**src/rtl/seq_counter.sv**
```systemverilog
// seq_counter: parametrised sequencing counter for iterative datapath units
// (multiplier, divider, ...). Counts clock cycles from a start request until
// either the terminal count LAST is reached or an explicit stop arrives.
//
// Parameters:
//   WIDTH     counter width in bits (2..16)
//   LAST      terminal count, 1 <= LAST <= 2^WIDTH-1
//   AUTO_STOP 1: stop at LAST and pulse done; 0: wrap to 0, pulse wrap, keep running
//
// Ports:
//   clock    in   rising-edge clock
//   clr      in   asynchronous active-high reset
//   start    in   request a run (ignored while running)
//   stop     in   abort a run; dominates start and hold
//   hold     in   freeze the count while running (only with SEQ_COUNTER_HOLD_EN)
//   count    out  current step number
//   running  out  high while counting
//   done     out  one-cycle pulse on reaching LAST (AUTO_STOP=1)
//   wrap     out  one-cycle pulse on LAST->0 (AUTO_STOP=0)
//
// Optional feature macro: SEQ_COUNTER_HOLD_EN adds the hold input.
// All outputs come straight from registers; there is no input-to-output
// combinational path.

module seq_counter #(
  parameter int unsigned WIDTH     = 5,
  parameter int unsigned LAST      = 31,
  parameter int unsigned AUTO_STOP = 1
) (
  input  logic             clock,
  input  logic             clr,
  input  logic             start,
  input  logic             stop,
`ifdef SEQ_COUNTER_HOLD_EN
  input  logic             hold,
`endif
  output logic [WIDTH-1:0] count,
  output logic             running,
  output logic             done,
  output logic             wrap
);

  // Elaboration-time parameter sanity checks.
  if (WIDTH < 2 || WIDTH > 16) begin : g_bad_width
    $error("seq_counter: WIDTH must be in 2..16");
  end
  if (LAST < 1 || LAST > ((32'd1 << WIDTH) - 32'd1)) begin : g_bad_last
    $error("seq_counter: LAST must be in 1..2^WIDTH-1");
  end

  localparam logic [WIDTH-1:0] LastW = LAST[WIDTH-1:0];

  typedef enum logic [0:0] {
    StIdle = 1'b0,
    StRun  = 1'b1
  } state_e;

  state_e           state_q, state_d;
  logic [WIDTH-1:0] count_q, count_d;
  logic             done_q, done_d;
  logic             wrap_q, wrap_d;
  logic             hold_w;

`ifdef SEQ_COUNTER_HOLD_EN
  assign hold_w = hold;
`else
  assign hold_w = 1'b0;
`endif

  // Next-state logic. Pulses default to 0 so done/wrap self-clear after one
  // cycle in every path, including while held.
  always_comb begin
    state_d = state_q;
    count_d = count_q;
    done_d  = 1'b0;
    wrap_d  = 1'b0;

    unique case (state_q)
      StIdle: begin
        // stop dominates start; hold has no effect here.
        if (start && !stop) begin
          state_d = StRun;
          count_d = '0;
        end
      end

      StRun: begin
        if (stop) begin
          // Abort: count holds, no terminal pulse even at LAST.
          state_d = StIdle;
        end else if (hold_w) begin
          // Frozen: terminal check suspended, nothing advances.
          state_d = StRun;
        end else if (count_q != LastW) begin
          count_d = count_q + 1'b1;
        end else if (AUTO_STOP != 0) begin
          state_d = StIdle;
          done_d  = 1'b1;
        end else begin
          count_d = '0;
          wrap_d  = 1'b1;
        end
      end

      default: begin
        state_d = StIdle;
      end
    endcase
  end

  always_ff @(posedge clock or posedge clr) begin
    if (clr) begin
      state_q <= StIdle;
      count_q <= '0;
      done_q  <= 1'b0;
      wrap_q  <= 1'b0;
    end else begin
      state_q <= state_d;
      count_q <= count_d;
      done_q  <= done_d;
      wrap_q  <= wrap_d;
    end
  end

  assign count   = count_q;
  assign running = (state_q == StRun);
  assign done    = done_q;
  assign wrap    = wrap_q;

endmodule
```
**config.mk**
```make
export PLATFORM = sky130hd
export DESIGN_NAME = seq_counter
export DESIGN_NICKNAME = d
export VERILOG_FILES = /design/src/rtl/seq_counter.sv
export SDC_FILE = /design/constraint.sdc
export NUM_CORES = 1
export LEC_CHECK = 0
export CAP_MARGIN = 20
export CORE_AREA = 2 2 39 41
export DETAILED_ROUTE_END_ITERATION = 10
export DIE_AREA = 0 0 41 43
export PLACE_DENSITY = 0.55
export SLEW_MARGIN = 15
export SYNTH_ARGS = -nofsm -noshare
export SYNTH_HDL_FRONTEND = slang
export SYNTH_SLANG_ARGS = --single-unit
```
**constraint.sdc**
```tcl
create_clock -name clock -period 2.8 [get_ports clock]
set_input_delay 0.56 -clock clock [delete_from_list [all_inputs] [get_ports clock]]
set_output_delay 0.56 -clock clock [all_outputs]
set_load 0.02 [all_outputs]
```
==> results of run 1 <==
## per-stage QoR
stage / utilization, % / area (um2)
finish: 36.7 / 508
global placement: 34.8 / 482
detailed placement: 34.8 / 482
CTS: 36.7 / 508
floorplan: - / 373
global route: 36.7 / 508
## cell families after synthesis
logic type	synth area share (%)
adders and majority gates	6.71
other	1.01
muxes	5.70
buffers and inverters	5.03
and+or+nand+nor	16.4
AOI/OAI and AO/OA	18.1
DFF	47.0
## registers in the layout, summed over array words and instances (netlist names)
signal and count:
count 5, done 1, running 1
## cell usage after synthesis, drive strengths merged
master,n,share of area [%]
dfrtp,7,47
a22o,5,12
nand2,4,4.0
nor2,3,3.0
ha,2,6.7
inv,2,2.0
nand3,2,2.7
o21ai,2,2.7
a21oi,1,1.3
and3,1,1.7
buf,1,2.0
clkbuf,1,1.0
conb,1,1.0
mux2,1,3.0
mux2i,1,2.7
nand4b,1,2.3
o21bai,1,2.0
or4b,1,2.7
## worst paths after layout
kind                                       from                    to  slack (ns)  depth (start not counted)
setup / recovery              running$_DFF_PP0_               running        0.77                          1
hold / removal                              clr  count[3]$_DFFE_PP0P_        0.54                          2
setup reg to reg           count[0]$_DFFE_PP0P_  count[3]$_DFFE_PP0P_        0.87                          6
hold reg to reg            count[3]$_DFFE_PP0P_  count[3]$_DFFE_PP0P_        0.57                          2
max in group asynchronous                   clr  count[2]$_DFFE_PP0P_        2.04                          2
min in group clock         count[3]$_DFFE_PP0P_  count[3]$_DFFE_PP0P_        0.57                          2
## final cells by class
cell class | instances | area (um2)
Tap cell | 16 | 20.0
Inverter | 2 | 7.51
Sequential cell | 7 | 175
Timing Repair Buffer | 10 | 100
Multi-Input combinational cell | 26 | 179
Clock buffer | 4 | 26.3
Fill cell | 158 | 876
## power by group through the flow
stage | logic [mW] | registers (mW) | clock network (mW)
2_1_floorplan | 0.0331 | 0.154 | 0
3_3_place_gp | 0.0901 | 0.140 | 0
5_1_grt | 0.0989 | 0.143 | 0.102
6_report | 0.0895 | 0.140 | 0.0918
3_5_place_dp | 0.0904 | 0.141 | 0
4_1_cts | 0.0908 | 0.140 | 0.0958
## routing by layer
metal | global-route usage (%) | share of wire, %
met1 | 18.2 | 50
met2 | 13.4 | 44
met3 | 4.71 | 4.1
met5 | 0 | 0
met4 | 8.00 | 1.5
==> impl_metrics.yaml, run 1 <==
floorplanning:
  die_h_um: 43
  start_util_pct: 26.9
  boundaryPins: 12
  die-area_mm2: 0.00176
  die-width_um: 41
  coreArea_mm2: 0.00138
  rows: 14
clocking:
  ctsHoldBuffers: 0
  cts_buffers: 3
  htree_num_levels: 1
  cts_resized: 0
  cts_tree: "done"
  cts.clk_slew.worst_paths_ns: 0.05
  clk_latency_ns: 0.25
  cts.sinks: 7
  cts_setup_buffers: 0
  cts_buffer_depth: 2
  clock-root-buffer: "clkbuf_4"
worst_setup_path:
  worstPathRequired_ns: 2.24
  path_buf_inv: 1
  startpoint_type: "flip-flop"
  crit_arrival_ns: 1.47
  critPathKind: "reg2out"
  slowest_stage: "clkdlybuf4s50_1"
  worstPathMaxFanout: 10
  critPathMaxStageDelay_ns: 0.67
  worstSetupEndpointType: "output pin"
  path_cells: "clkdlybuf4s50_1"
  path_delay_family: "buffers and inverters"
layout:
  final_common_cell: "clkdlybuf4s50_1"
  drive_gt1_share_pct: 10.2
  antenna_cells: 0
  areaGrowthSynthToFinish_pct: 36.2
  layout_common_cells: "clkdlybuf4s50_1 (10), dfrtp_1 (7), a22o_1 (4), nand2_1 (4)"
  fin_cells: 65
  layout.nets: 56
synth:
  synth_area_um2: 373
  yosysWarnings: 0
  ys_ff_latch: 7
  syn_inst: 37
  synth.net_count: 43
  ys_seq_area_share_pct: 47.0
  synth_cell_types: 19
  syn-mean-instance-area_um2: 10.1
timing:
  setup_viol: 0
  final_hold_viol_count: 0
  setup_ws_ns: 0.769
  clock.fmax_ghz: 0.492
  fin_crit_sh_pct: 72.5
  tns_ns: 0
  rsz0062_at_grt: "no"
  min_period_ns: 2.03
  skew_ns: 0.00286
  holdWs_ns: 0.541
  final_max_slew_viol_count: 0
worst_hold_path:
  min_path_type: "in2async"
drt:
  wl_um: 814
  drcViolationCount: 0
  drt_pass1_iterations: 2
  ant_nets: 0
  routedWlPerCell_um: 12.5
  vias_per_cell: 4.83
  vias: 314
  dr.first_iter.drc_count: 2
place:
  dp_cells: 61
  dp_slack_ns: 0.870
  gp_congestion: 0.725
  portBuffers: 10
  post-dp-hpwl_um: 583
power_and_ir_drop:
  intPower_mw: 0.218
  power_density_mw_per_mm2: 632
  power_leakage_nw: 0.232
  p_comb_share_pct: 27.9
  p_seq_share_pct: 43.5
  swShare_pct: 32.0
  pwr-share-clk_pct: 28.6
  finalPower_mw: 0.321
  p_sw_mw: 0.103
  irDropWorstVdd_uv: 215
global_route:
  globalRouteTotalUtil_pct: 12.1
  antenna_found_initial: 0
  grt_max_degree: 11
  overflow: 0
  grt_pass1_vias: 284
  grt_pass1_wl_um: 1370
flow_run:
  maxCapViolCount: 0
outcome:
  outcome: "finished, final reports clean"
Power figures use the tool's default switching activity.
==> run 2, diff against run 1 <==
Settings changed: PLACE_DENSITY 0.55 to 0.57.
Clock period 2.8 ns to 1.85 ns, I/O delays scaled along.
==> run 2 against run 1 <==
  * Non-clock buffer count increased by 6
  * Clock power rose by 57%
  * Utilization rose by 3.8 points
  * Critical path depth up 5
  * Total power rose by 63%
  * Via count rose by 13%
  * Critical endpoint is now count[3]$_DFFE_PP0P_
==> impl_metrics.yaml, run 2 (same netlist as run 1, synthesis figures left out) <==
worst_setup_path:
  path_delay_family: "simple AND/OR/NAND/NOR gates"
  crit_path_frequent_cell: "ha_2"
  path_buf_inv: 0
  r2r_setup_slack_ns: 0.10
  critPathMaxStageDelay_ns: 0.48
  critPathKind: "reg2reg"
  worstSetupEndpointType: "flip-flop"
  critPathLaunch: "count[1]$_DFFE_PP0P_"
  worstPathMaxFanout: 4
  slowest_stage: "or4b_1"
  startpoint_type: "flip-flop"
  r2r-start: "count[1]$_DFFE_PP0P_"
  crit_arrival_ns: 1.94
  worstPathRequired_ns: 2.04
  path_cells: "ha_2 -> and3_1 -> ha_2 -> nand4b_1 -> or4b_1 -> nand3_1"
timing:
  setup_ws_ns: 0.100
  holdWs_ns: 0.344
  min_period_ns: 1.75
  final_hold_viol_count: 0
  final_max_slew_viol_count: 0
  tns_ns: 0
  setup_viol: 0
  clock.fmax_ghz: 0.572
  skew_ns: 0.00126
  fin_crit_sh_pct: 94.6
  rsz0062_at_grt: "no"
global_route:
  grt_max_degree: 10
  globalRouteTotalUtil_pct: 12.1
  grt_pass1_wl_um: 1330
  overflow: 0
  grt_pass1_vias: 318
  antenna_found_initial: 0
place:
  post-dp-hpwl_um: 563
  place_area_um2: 509
  dp_slack_ns: 0.0786
  portBuffers: 10
  dp_cells: 64
  gp_congestion: 0.709
power_and_ir_drop:
  p_comb_share_pct: 33.0
  pwr-share-clk_pct: 27.6
  irDropWorstVdd_uv: 284
  intPower_mw: 0.357
  power_leakage_nw: 0.255
  p_seq_share_pct: 39.3
  swShare_pct: 31.8
  p_sw_mw: 0.167
  finalPower_mw: 0.523
  power_density_mw_per_mm2: 933
floorplanning:
  coreArea_mm2: 0.00138
  die-area_mm2: 0.00176
  boundaryPins: 12
  die-width_um: 41
  rows: 14
  die_h_um: 43
  start_util_pct: 26.9
drt:
  routedWlPerCell_um: 11.8
  dr.first_iter.drc_count: 4
  vias: 354
  vias_per_cell: 4.99
  wl_um: 838
  drt_pass1_iterations: 4
  drcViolationCount: 0
  ant_nets: 0
clocking:
  clock-root-buffer: "clkbuf_4"
  cts.sinks: 7
  cts.clk_slew.worst_paths_ns: 0.06
  clk_latency_ns: 0.25
  htree_num_levels: 1
  ctsHoldBuffers: 0
  cts_buffer_depth: 2
  cts_buffers: 3
  cts_tree: "done"
layout:
  seqCellArea_um2: 178
  antenna_cells: 0
  final_common_cell: "clkdlybuf4s50_1"
  fin_cells: 71
  drive_gt1_share_pct: 27.3
  largest_reg_flops: 5
  layout.nets: 62
  areaGrowthSynthToFinish_pct: 50.3
  multi_input_area_um2: 184
  layout_common_cells: "clkdlybuf4s50_1 (10), buf_4 (6), dfrtp_1 (5)"
  stdcell_area_um2: 561
  fillCellCount: 141
  final_util_pct: 40.5
flow_run:
  maxCapViolCount: 0
worst_hold_path:
  min_path_type: "in2async"
outcome:
  outcome: "finished, final reports clean"
==> run 2: power groups by stage <==
stage	registers, mW	clock network, mW	logic [mW]
after floorplan	0.235	0	0.0502
after global placement	0.208	0	0.149
after global routing	0.209	0.158	0.189
after detailed placement	0.209	0	0.150
final	0.206	0.144	0.173
after CTS	0.206	0.149	0.151
==> run 2: path summary, 6_finish.rpt <==
path,end,cells after the start
worst min register to register,count[4]$_DFFE_PP0P_,1
worst max register to register,count[3]$_DFFE_PP0P_,6
max in group asynchronous,count[1]$_DFFE_PP0P_,2
worst max-delay path,count[3]$_DFFE_PP0P_,6
min in group clock,count[4]$_DFFE_PP0P_,1
worst min-delay path,count[4]$_DFFE_PP0P_,2
==> run 2: repair_timing <==
action | CTS | global route
resized for setup | 0 | 1
endpoints found under the hold margin | 0 | 0
endpoints found under the setup margin | 0 | 3
buffers inserted | 0 | 3
==> run 2: worst reg2reg max path, stage by stage (launching register included) <==
cell and delay (ns):
dfrtp_2 0.42, ha_2 0.19, and3_1 0.17, ha_2 0.17, nand4b_1 0.18, or4b_1 0.48
nand3_1 0.08
==> run 2: layout make-up <==
type / instances / area share, %
multi-input cells: 26 / 32.8
flip-flops and latches: 7 / 31.7
repair buffers: 16 / 25.9
clock buffers: 4 / 4.69
well taps: 16 / 3.57
inverters: 2 / 1.34
==> run 2: layer usage <==
metal | wire [um] | GRT usage (%)
met1 | 373 | 14.0
met2 | 383 | 16.6
met3 | 35 | 1.57
met4 | 46 | 14.0
met5 | 0 | 0
